**src/rtl/ripple_count_monitor_pkg.sv**
```systemverilog
// Shared ripple-counter definitions: counter width, 16-count wrap, delta sizing
// and the monitor FSM state encoding.
package ripple_count_monitor_pkg;

  localparam int RIPPLE_W = 4;
  localparam int DELTA_W  = 5;

  localparam logic [RIPPLE_W:0]  RIPPLE_WRAP = 5'd16;
  localparam logic [DELTA_W-1:0] DELTA_MAX   = 5'd31;

  typedef logic [RIPPLE_W-1:0] ripple_t;

  typedef enum logic {
    ST_INIT  = 1'b0,
    ST_TRACK = 1'b1
  } mon_state_e;

  // Forward distance from base to cur on the 4-bit counter wheel.
  function automatic ripple_t ripple_step(input ripple_t cur, input ripple_t base);
    logic [RIPPLE_W:0] diff;
    diff = {1'b0, cur} + RIPPLE_WRAP - {1'b0, base};
    return diff[RIPPLE_W-1:0];
  endfunction

endpackage

```
**src/rtl/ripple_count_monitor_sync.sv**
```systemverilog
// count_sync_filter: two-flop synchronizer followed by a stability filter that
// emits a one-cycle accept pulse after STABLE_CYC equal synchronized samples.
module count_sync_filter #(
  parameter int W          = 4,
  parameter int STABLE_CYC = 2
) (
  input  logic         clk,
  input  logic         rst_n,
  input  logic [W-1:0] count_async,
  output logic         acc_valid,
  output logic [W-1:0] acc_value
);
  import ripple_count_monitor_pkg::*;

  localparam int RUN_W = $clog2(STABLE_CYC + 1);
  localparam logic [RUN_W-1:0] RUN_MAX = RUN_W'(STABLE_CYC);
  localparam logic [RUN_W-1:0] RUN_ONE = RUN_W'(1);

  logic [W-1:0]     sync1_q, sync1_d;
  logic [W-1:0]     sync2_q, sync2_d;
  logic [1:0]       fill_q, fill_d;
  logic [W-1:0]     sample_q, sample_d;
  logic [RUN_W-1:0] run_q, run_d;
  logic             acc_valid_q, acc_valid_d;
  logic [W-1:0]     acc_value_q, acc_value_d;

  always_comb begin
    sync1_d     = count_async;
    sync2_d     = sync1_q;
    fill_d      = {fill_q[0], 1'b1};
    sample_d    = sample_q;
    run_d       = run_q;
    acc_valid_d = 1'b0;
    acc_value_d = acc_value_q;
    // Samples only count once the synchronizer holds real data, not reset zeros.
    if (fill_q[1]) begin
      if ((run_q == '0) || (sync2_q != sample_q)) begin
        sample_d    = sync2_q;
        run_d       = RUN_ONE;
        acc_valid_d = (RUN_ONE == RUN_MAX);
      end else if (run_q < RUN_MAX) begin
        run_d       = run_q + RUN_ONE;
        acc_valid_d = (run_d == RUN_MAX);
      end
      if (acc_valid_d) acc_value_d = sync2_q;
    end
  end

  always_ff @(posedge clk or negedge rst_n) begin
    if (!rst_n) begin
      sync1_q     <= '0;
      sync2_q     <= '0;
      fill_q      <= '0;
      sample_q    <= '0;
      run_q       <= '0;
      acc_valid_q <= 1'b0;
      acc_value_q <= '0;
    end else begin
      sync1_q     <= sync1_d;
      sync2_q     <= sync2_d;
      fill_q      <= fill_d;
      sample_q    <= sample_d;
      run_q       <= run_d;
      acc_valid_q <= acc_valid_d;
      acc_value_q <= acc_value_d;
    end
  end

  assign acc_valid = acc_valid_q;
  assign acc_value = acc_value_q;

endmodule

```
**src/rtl/ripple_count_monitor.sv**
```systemverilog
// Ripple counter event monitor: turns filtered counter samples into an exact
// running total plus a saturating, handshaked delta.
//   state    | meaning
//   ST_INIT  | no baseline yet; next accepted value becomes the baseline
//   ST_TRACK | baseline held; accepted changes produce steps
module ripple_count_monitor #(
  parameter int TOTAL_W    = 16,
  parameter int STABLE_CYC = 2
) (
  input  logic               clk,
  input  logic               rst_n,
  input  logic [0:3]         count_in,
  input  logic               clear,
  output logic [TOTAL_W-1:0] total,
  output logic               overflow,
  output logic               delta_valid,
  input  logic               delta_ready,
  output logic [4:0]         delta,
  output logic               delta_lost
);
  import ripple_count_monitor_pkg::*;

  ripple_t    cnt_vec;
  logic       acc_valid;
  ripple_t    acc_value;

  mon_state_e         state_q, state_d;
  ripple_t            base_q, base_d;
  logic [TOTAL_W-1:0] total_q, total_d;
  logic               ovf_q, ovf_d;
  logic [DELTA_W-1:0] pend_q, pend_d;
  logic               lost_q, lost_d;

  ripple_t            step;
  logic               do_step;
  logic               hs;
  logic [DELTA_W-1:0] pend_base;
  logic [DELTA_W:0]   pend_sum;
  logic [TOTAL_W:0]   total_sum;

  // count_in[0] is the MSB, so a plain assignment keeps the numeric value.
  assign cnt_vec = count_in;

  count_sync_filter #(
    .W          (RIPPLE_W),
    .STABLE_CYC (STABLE_CYC)
  ) u_sync (
    .clk         (clk),
    .rst_n       (rst_n),
    .count_async (cnt_vec),
    .acc_valid   (acc_valid),
    .acc_value   (acc_value)
  );

  always_comb begin
    state_d   = state_q;
    base_d    = base_q;
    total_d   = total_q;
    ovf_d     = ovf_q;
    pend_d    = pend_q;
    lost_d    = lost_q;
    step      = ripple_step(acc_value, base_q);
    do_step   = (state_q == ST_TRACK) && acc_valid && (acc_value != base_q);
    hs        = (pend_q != '0) && delta_ready;
    pend_base = hs ? '0 : pend_q;
    pend_sum  = {1'b0, pend_base} + (DELTA_W + 1)'(step);
    total_sum = {1'b0, total_q} + (TOTAL_W + 1)'(step);

    if (clear) begin
      state_d = ST_INIT;
      total_d = '0;
      ovf_d   = 1'b0;
      pend_d  = '0;
      lost_d  = 1'b0;
    end else begin
      case (state_q)
        ST_INIT: begin
          if (acc_valid) begin
            base_d  = acc_value;
            state_d = ST_TRACK;
          end
        end
        ST_TRACK: begin
          if (do_step) begin
            base_d  = acc_value;
            total_d = total_sum[TOTAL_W-1:0];
            if (total_sum[TOTAL_W]) ovf_d = 1'b1;
          end
        end
        default: state_d = ST_INIT;
      endcase

      // A step landing on a handshake cycle starts the new pending value.
      pend_d = pend_base;
      if (do_step) begin
        if (pend_sum > {1'b0, DELTA_MAX}) begin
          pend_d = DELTA_MAX;
          lost_d = 1'b1;
        end else begin
          pend_d = pend_sum[DELTA_W-1:0];
        end
      end
    end
  end

  always_ff @(posedge clk or negedge rst_n) begin
    if (!rst_n) begin
      state_q <= ST_INIT;
      base_q  <= '0;
      total_q <= '0;
      ovf_q   <= 1'b0;
      pend_q  <= '0;
      lost_q  <= 1'b0;
    end else begin
      state_q <= state_d;
      base_q  <= base_d;
      total_q <= total_d;
      ovf_q   <= ovf_d;
      pend_q  <= pend_d;
      lost_q  <= lost_d;
    end
  end

  assign total       = total_q;
  assign overflow    = ovf_q;
  assign delta       = pend_q;
  assign delta_valid = (pend_q != '0);
  assign delta_lost  = lost_q;

endmodule

```
**config.mk**
```make
export PLATFORM = sky130hd
export DESIGN_NAME = ripple_count_monitor
export DESIGN_NICKNAME = d
export VERILOG_FILES = /design/src/rtl/ripple_count_monitor_pkg.sv /design/src/rtl/ripple_count_monitor_sync.sv /design/src/rtl/ripple_count_monitor.sv
export SDC_FILE = /design/constraint.sdc
export NUM_CORES = 1
export LEC_CHECK = 0
export ABC_AREA = 0
export CAP_MARGIN = 25
export CELL_PAD_IN_SITES_DETAIL_PLACEMENT = 1
export CELL_PAD_IN_SITES_GLOBAL_PLACEMENT = 2
export CORE_MARGIN = 4
export CORE_UTILIZATION = 36
export CTS_CLUSTER_DIAMETER = 40
export CTS_CLUSTER_SIZE = 12
export DETAILED_ROUTE_END_ITERATION = 12
export GPL_ROUTABILITY_DRIVEN = 0
export PLACE_DENSITY = 0.87
export SYNTH_ARGS = -nofsm -noshare
export SYNTH_HDL_FRONTEND = slang
export SYNTH_SLANG_ARGS = --single-unit
```
**constraint.sdc**
```tcl
create_clock -name clk -period 3.2 [get_ports clk]
set_input_delay 0.64 -clock clk [delete_from_list [all_inputs] [get_ports clk]]
set_output_delay 0.64 -clock clk [all_outputs]
set_load 0.01 [all_outputs]
```
==> reports/metrics.csv <==
stage,metric,value,unit
setup_path,crit_path_end_kind,register,
sta,rsz0062_at_grt,false,
yosys,synth-edff-count,0,
yosys,synthDistinctLibCells,35,
detailed_routing,routed_via_density,5.18,
detailed_routing,drtIter0Drc,43,
finish,antenna_cells,0,
clock_network,clockRootBuffer,clkbuf_8,
floorplanning,dieArea,8160,µm²
yosys,ys_seq_area_share,50.3,%
min_path,hp-class,in2async,
grt,grt_first_pass_wirelength,9.32,mm
clock_network,cts-htree-levels,2,
power_and_ir_drop,finalPower,1.67,mW
setup_path,startpoint_type,register,
finish,final_cell_mix,"dfrtp_1 (49), clkdlybuf4s50_1 (30), nor2_1 (24)",
clock_network,clk_latency,310,ps
setup_path,cp_slowest_cell,dfrtp_1,
job,maxCapViolCount,0,
detailed_routing,dr.pass1.iters,4,
yosys,yosysTopAreaCell,dfrtp_1,
sta,setup_tns,0,ps
yosys,syn-instance-count,222,
clock_network,ctsHoldBuffers,0,
finish,layout.nets,282,
detailed_routing,vias,1734,
power_and_ir_drop,powerDensity,568,nW/µm²
detailed_routing,drc_errors,0,
floorplanning,die_w,90.3,µm
detailed_routing,ant_nets,0,
setup_path,critPathKind,reg2reg,
sta,period_needed,2730,ps
grt,antenna_found_initial,0,
sta,skew,7.50,ps
placed_design,io_buffer_count,31,
sta,relSlewSlack,60.0,%
finish,final_common_cell,dfrtp_1,
sta,drv_slew,0,
yosys,synth_area_leaders,"dfrtp_1 (50%), ha_1 (7.2%), xor2_1 (5.0%)",
detailed_routing,wire_per_inst,15.0,µm
sta,final-hold-violation-count,0,
detailed_routing,wirelength,5.03,mm
clock_network,cts_resized,0,
floorplanning,core-area,6460,µm²
grt,grt_max_degree,25,
sta,clock.fmax,0.366,GHz
yosys,ys_warn_count,0,
finish,fillers,710,
finish,drive_above_1_share,10.5,%
setup_path,crit_arrival,2930,ps
grt,grt_use_total,13.9,%
floorplanning,die_y,90.3,µm
yosys,synth_top_area_share,50.3,%
outcome,outcome,"finished, final reports clean",
clock_network,tritoncts,done,
placed_design,dp_hpwl,3.74,mm
clock_network,clock_sinks,49,
yosys,avgSynthCellArea,11.0,µm²
sta,tightest_slew,597,ps
yosys,synth_fp_nets,247,
sta,setup_violations,0,
clock_network,cts_buffers,5,
yosys,ys_ff_latch,49,
yosys,async_reset_ff_share,100,%
grt,first_global_vias,1886,
clock_network,post-cts-setup-buffer-count,0,
sta,finalCritPeriodShare,85.3,%
finish,area_growth,20.4,%
clock_network,cts.clk_slew.worst_paths,100,ps
floorplanning,ios,32,
setup_path,critical_path.cell_chain,"ha_1, a21o_1, a21oi_1, xor2_1, ha_1, and2_1, a221o_1, nand4_1, xor2_1, nor2_1",
setup_path,required,3400,ps
yosys,synth_ff_type,dfrtp_1,
clock_network,cts_buffer_depth,2,
power_and_ir_drop,p_leak,1.33,nW
floorplanning,rows,29,
setup_path,r2r_cells,10,
floorplanning,start_util,37.8,%
yosys,synthesis.area,2440,µm²
grt,overflow,0,
power_and_ir_drop,ir_drop,227,µV
setup_path,crit_fanout,7,
setup_path,slowest_delay,440,ps
## state kept, by name, indices dropped and copies added (netlist names)
name              flops
u_sync.sync1_q        4
delta                 5
total                16
base_q                4
u_sync.fill_q         2
u_sync.acc_valid      1
u_sync.sample_q       4
u_sync.acc_value      4
overflow              1
u_sync.run_q          2
delta_lost            1
state_q               1
u_sync.sync2_q        4
## metal layers
layer / wire length [µm] / part of all wire, % / vias up / GRT usage, %
met5: 0 / 0 / - / 0
met4: 66 / 1.3 / 0 / 4.34
met3: 149 / 3.0 / 6 / 3.08
met2: 2480 / 49 / 25 / 22.6
met1: 2340 / 46 / 872 / 18.5
li1: - / - / 831 / -
## stage by stage
stage | util, % | area (µm²) | worst slack (ps) | hold slack, ps | instances
after global placement | 44.0 | 2840 | 533 | 331 | 327
final | 45.5 | 2940 | 470 | 274 | 335
after floorplan | - | 2440 | 707 | 331 | 222
after detailed placement | 44.0 | 2840 | 461 | 336 | 327
after CTS | 45.5 | 2940 | 453 | 280 | 335
after global routing | 45.5 | 2940 | 226 | 296 | 335
## cell families (layout without fill, tap and decap cells)
group,after synthesis,after routing,synth area share [%]
fa+ha+maj,17,17,9.64
flops,49,49,50.3
compound gates,36,36,9.80
buf+inv,14,50,2.26
simple gates,74,74,15.4
mux,10,10,4.62
xor+xnor,21,21,7.85
other cells,1,1,0.154
## critical path: cells and delay by family (launching register included)
| family | cells | cell delay (ps) |
|---|---|---|
| compound gates | 3 | 740 |
| xor+xnor | 2 | 430 |
| fa+ha+maj | 2 | 610 |
| flops | 1 | 440 |
| simple gates | 3 | 400 |
## final cells by class
type / count / area, µm² / share of cell area [%]
flip-flops and latches: 49 / 1230 / 41.8
multi-input cells: 159 / 1160 / 39.5
repair buffers: 34 / 328 / 11.2
well taps: 77 / 96.3 / 3.28
clock buffers: 5 / 68.8 / 2.34
inverters: 8 / 30.0 / 1.02
clock inverters: 3 / 28.8 / 0.980
## power breakdown
group | switching, mW | total [mW] | internal (mW)
registers | 0.0390 | 0.711 | 0.672
logic | 0.304 | 0.553 | 0.249
clock network | 0.238 | 0.404 | 0.165
## final timing paths
kind	startpoint	slack, ps	endpoint
max in group asynchronous	rst_n	2330	u_sync.acc_valid
max reg2reg	u_sync.acc_value[1]	470	total[14]
max	u_sync.acc_value[1]	470	total[14]
min	rst_n	270	u_sync.run_q[1]
min in group clk	u_sync.sync1_q[2]	360	u_sync.sync2_q[2]
min reg2reg	u_sync.sync1_q[2]	360	u_sync.sync2_q[2]
## cells in the mapped netlist (5+ instances only)
cell and number:
inv_1 8, nand4_1 6, dfrtp_1 49, nor2b_1 6, xnor2_1 6, nand3_1 7
o21ai_0 6, xor2_1 14, nand2_1 13, ha_1 14, a21oi_1 13, mux2_2 10
nor2_1 24, nor3_1 5
(Power assumes the default switching activity.)
==> patch (same flow settings) <==
`STABLE_CYC` is set to 2 in 2 places; all go to 8.
--- a/src/rtl/ripple_count_monitor_sync.sv
+++ b/src/rtl/ripple_count_monitor_sync.sv
@@ -2,7 +2,7 @@
 // emits a one-cycle accept pulse after STABLE_CYC equal synchronized samples.
 module count_sync_filter #(
   parameter int W          = 4,
-  parameter int STABLE_CYC = 2
+  parameter int STABLE_CYC = 8
 ) (
   input  logic         clk,
   input  logic         rst_n,
--- a/src/rtl/ripple_count_monitor.sv
+++ b/src/rtl/ripple_count_monitor.sv
@@ -5,7 +5,7 @@
 //   ST_TRACK | baseline held; accepted changes produce steps
 module ripple_count_monitor #(
   parameter int TOTAL_W    = 16,
-  parameter int STABLE_CYC = 2
+  parameter int STABLE_CYC = 8
 ) (
   input  logic               clk,
   input  logic               rst_n,
Behaviour: not the same (a bounded check fails within 10 cycles, from zero or initial values and one cycle with rst_n low).
==> patch against the original RTL <==
Area after synthesis is 11% higher; setup slack got worse by 0.090 ns; final area increased by 8.9%; routed wire length up 13%; sequential cell count rose by 2; final cell count is 14% higher; fmax shrank 3.2%; worst hold slack better by 0.026 ns.
Power is not compared: it rests on default switching activity, and its combinational part moved more than twofold at a synthesized area within 25%.
==> patch: results (changes against the original RTL) <==
The run finished with clean final reports. Post-route clock skew: 0.006724 ns (-0.0007792 ns). Cell internal power was estimated by the tool at 0.8446 mW.

Sorting the synthesized cells by how often they occur yields sky130_fd_sc_hd__dfrtp_1, sky130_fd_sc_hd__nor2_1, sky130_fd_sc_hd__a21oi_1. For the number of global-route vias before repair, the log shows 2138 (+13%). The number of design-rule violations left by the first detailed-router iteration was 51 (+19%).

The logs give 44.11% (-1.4 points) for the final standard cell utilization of the core and 0.38 ns (-0.09 ns) for the setup slack on the worst flop-to-flop path. The routed wire length per instance was 14.83 µm (-1.3%); the non-clock inverter count in the final layout was 14 (+6). The portion of the layout cell area used by clock cells works out to 2.972% (-0.35 points).

Among all stages on the critical path, the largest delay is contributed by sky130_fd_sc_hd__or4b_1. The portion of the layout cell area used by non-clock buffers works out to 10.48% (-0.68 points). The multi-input combinational cell count came out at 175 (+10%). Antenna diode count: 0 (unchanged). The critical-path maximum fanout is 9 (+2), and the post-detailed-route via-to-cell ratio is 5.181 (about the same). For the detailed placement HPWL, the log shows 4.240 mm (+13%). The fill cell total of the finished layout was 833 (+17%).

The worst-case headroom to the max-slew limit is 34.59% (-25 points), and the post-synth net total is 273 (+11%). The layout buffer count excluding clock buffers was 35 (+2.9%); the post-route clock period utilization was 88.11% (+2.8 points). The kind of cell with the highest combined delay along the critical path is simple AND/OR/NAND/NOR gates. The fraction of standard cell area in multi-input logic works out to 41.14% (+1.7 points). By area the synthesized netlist is led by sky130_fd_sc_hd__dfrtp_1, sky130_fd_sc_hd__ha_1, sky130_fd_sc_hd__mux2_2. The run gives 374 (+14%) as the instance count after placement with tap cells included. Number of nets in the final layout: 308 (+9.2%). The run gives 1316 µm² (+14%) as the area used by multi-input combinational logic. By area, the class that comes first in the final layout consists of multi-input combinational cells. The wire length of the first global-routing pass was 10.09 mm (+8.2%); the cell area reported after detailed placement was 3104 µm² (+9.3%).

Largest stage delay on the critical path: 0.50 ns (+0.06 ns). The tools report the sum of routed wire length over all layers as 5.664 mm (+13%). The fraction of area in registers was 39.89% (-1.9 points). The number of synthesized register bits is 51 (+4.1%).
-- patch: cell types whose count changed in the layout (fill, tap and decap cells not counted), moves of 3 or more --
cell	delta
sky130_fd_sc_hd__nor2b_1	+5
sky130_fd_sc_hd__nor2_1	-3
sky130_fd_sc_hd__xor2_1	-10
sky130_fd_sc_hd__and4_1	+4
sky130_fd_sc_hd__or4_1	+4
sky130_fd_sc_hd__nand4_1	-5
sky130_fd_sc_hd__o31ai_1	+6
sky130_fd_sc_hd__a21oi_1	+3
sky130_fd_sc_hd__mux2_2	+5
sky130_fd_sc_hd__inv_1	+6
-- patch: metal layers --
metal / vias to the layer above / track usage [%] / share of wire [%]
li1: 939 / - / -
met1: 1010 / 17.84 / 46
met2: 25 / 24.70 / 50
met3: 5 / 2.550 / 2.5
met4: 0 / 5.409 / 1.7
met5: - / 0 / 0
-- patch: cell families (layout without fill, tap and decap cells) --
group	count (synthesis)	after routing	synth area share [%]
flip-flops	51	51	47.31
other	1	1	0.1390
XOR/XNOR	11	11	3.850
multiplexers	18	18	7.467
buffers and inverters	21	57	3.896
AO/OA/AOI/OAI	50	50	12.38
AND/OR/NAND/NOR	77	77	15.77
adder cells (fa/ha/maj)	18	18	9.184
-- patch: worst min-delay path by stage --
stage / start / to / slack (ns) / cells past startpoint
2_1_floorplan: u_sync.fill_q[0] / u_sync.fill_q[1] / 0.33 / 0
3_3_place_gp: u_sync.fill_q[0] / u_sync.fill_q[1] / 0.33 / 0
3_5_place_dp: u_sync.sync1_q[1] / u_sync.sync2_q[1] / 0.34 / 0
4_1_cts: rst_n / total[15] / 0.31 / 1
5_1_grt: rst_n / total[15] / 0.33 / 1
6_report: rst_n / total[12] / 0.30 / 1
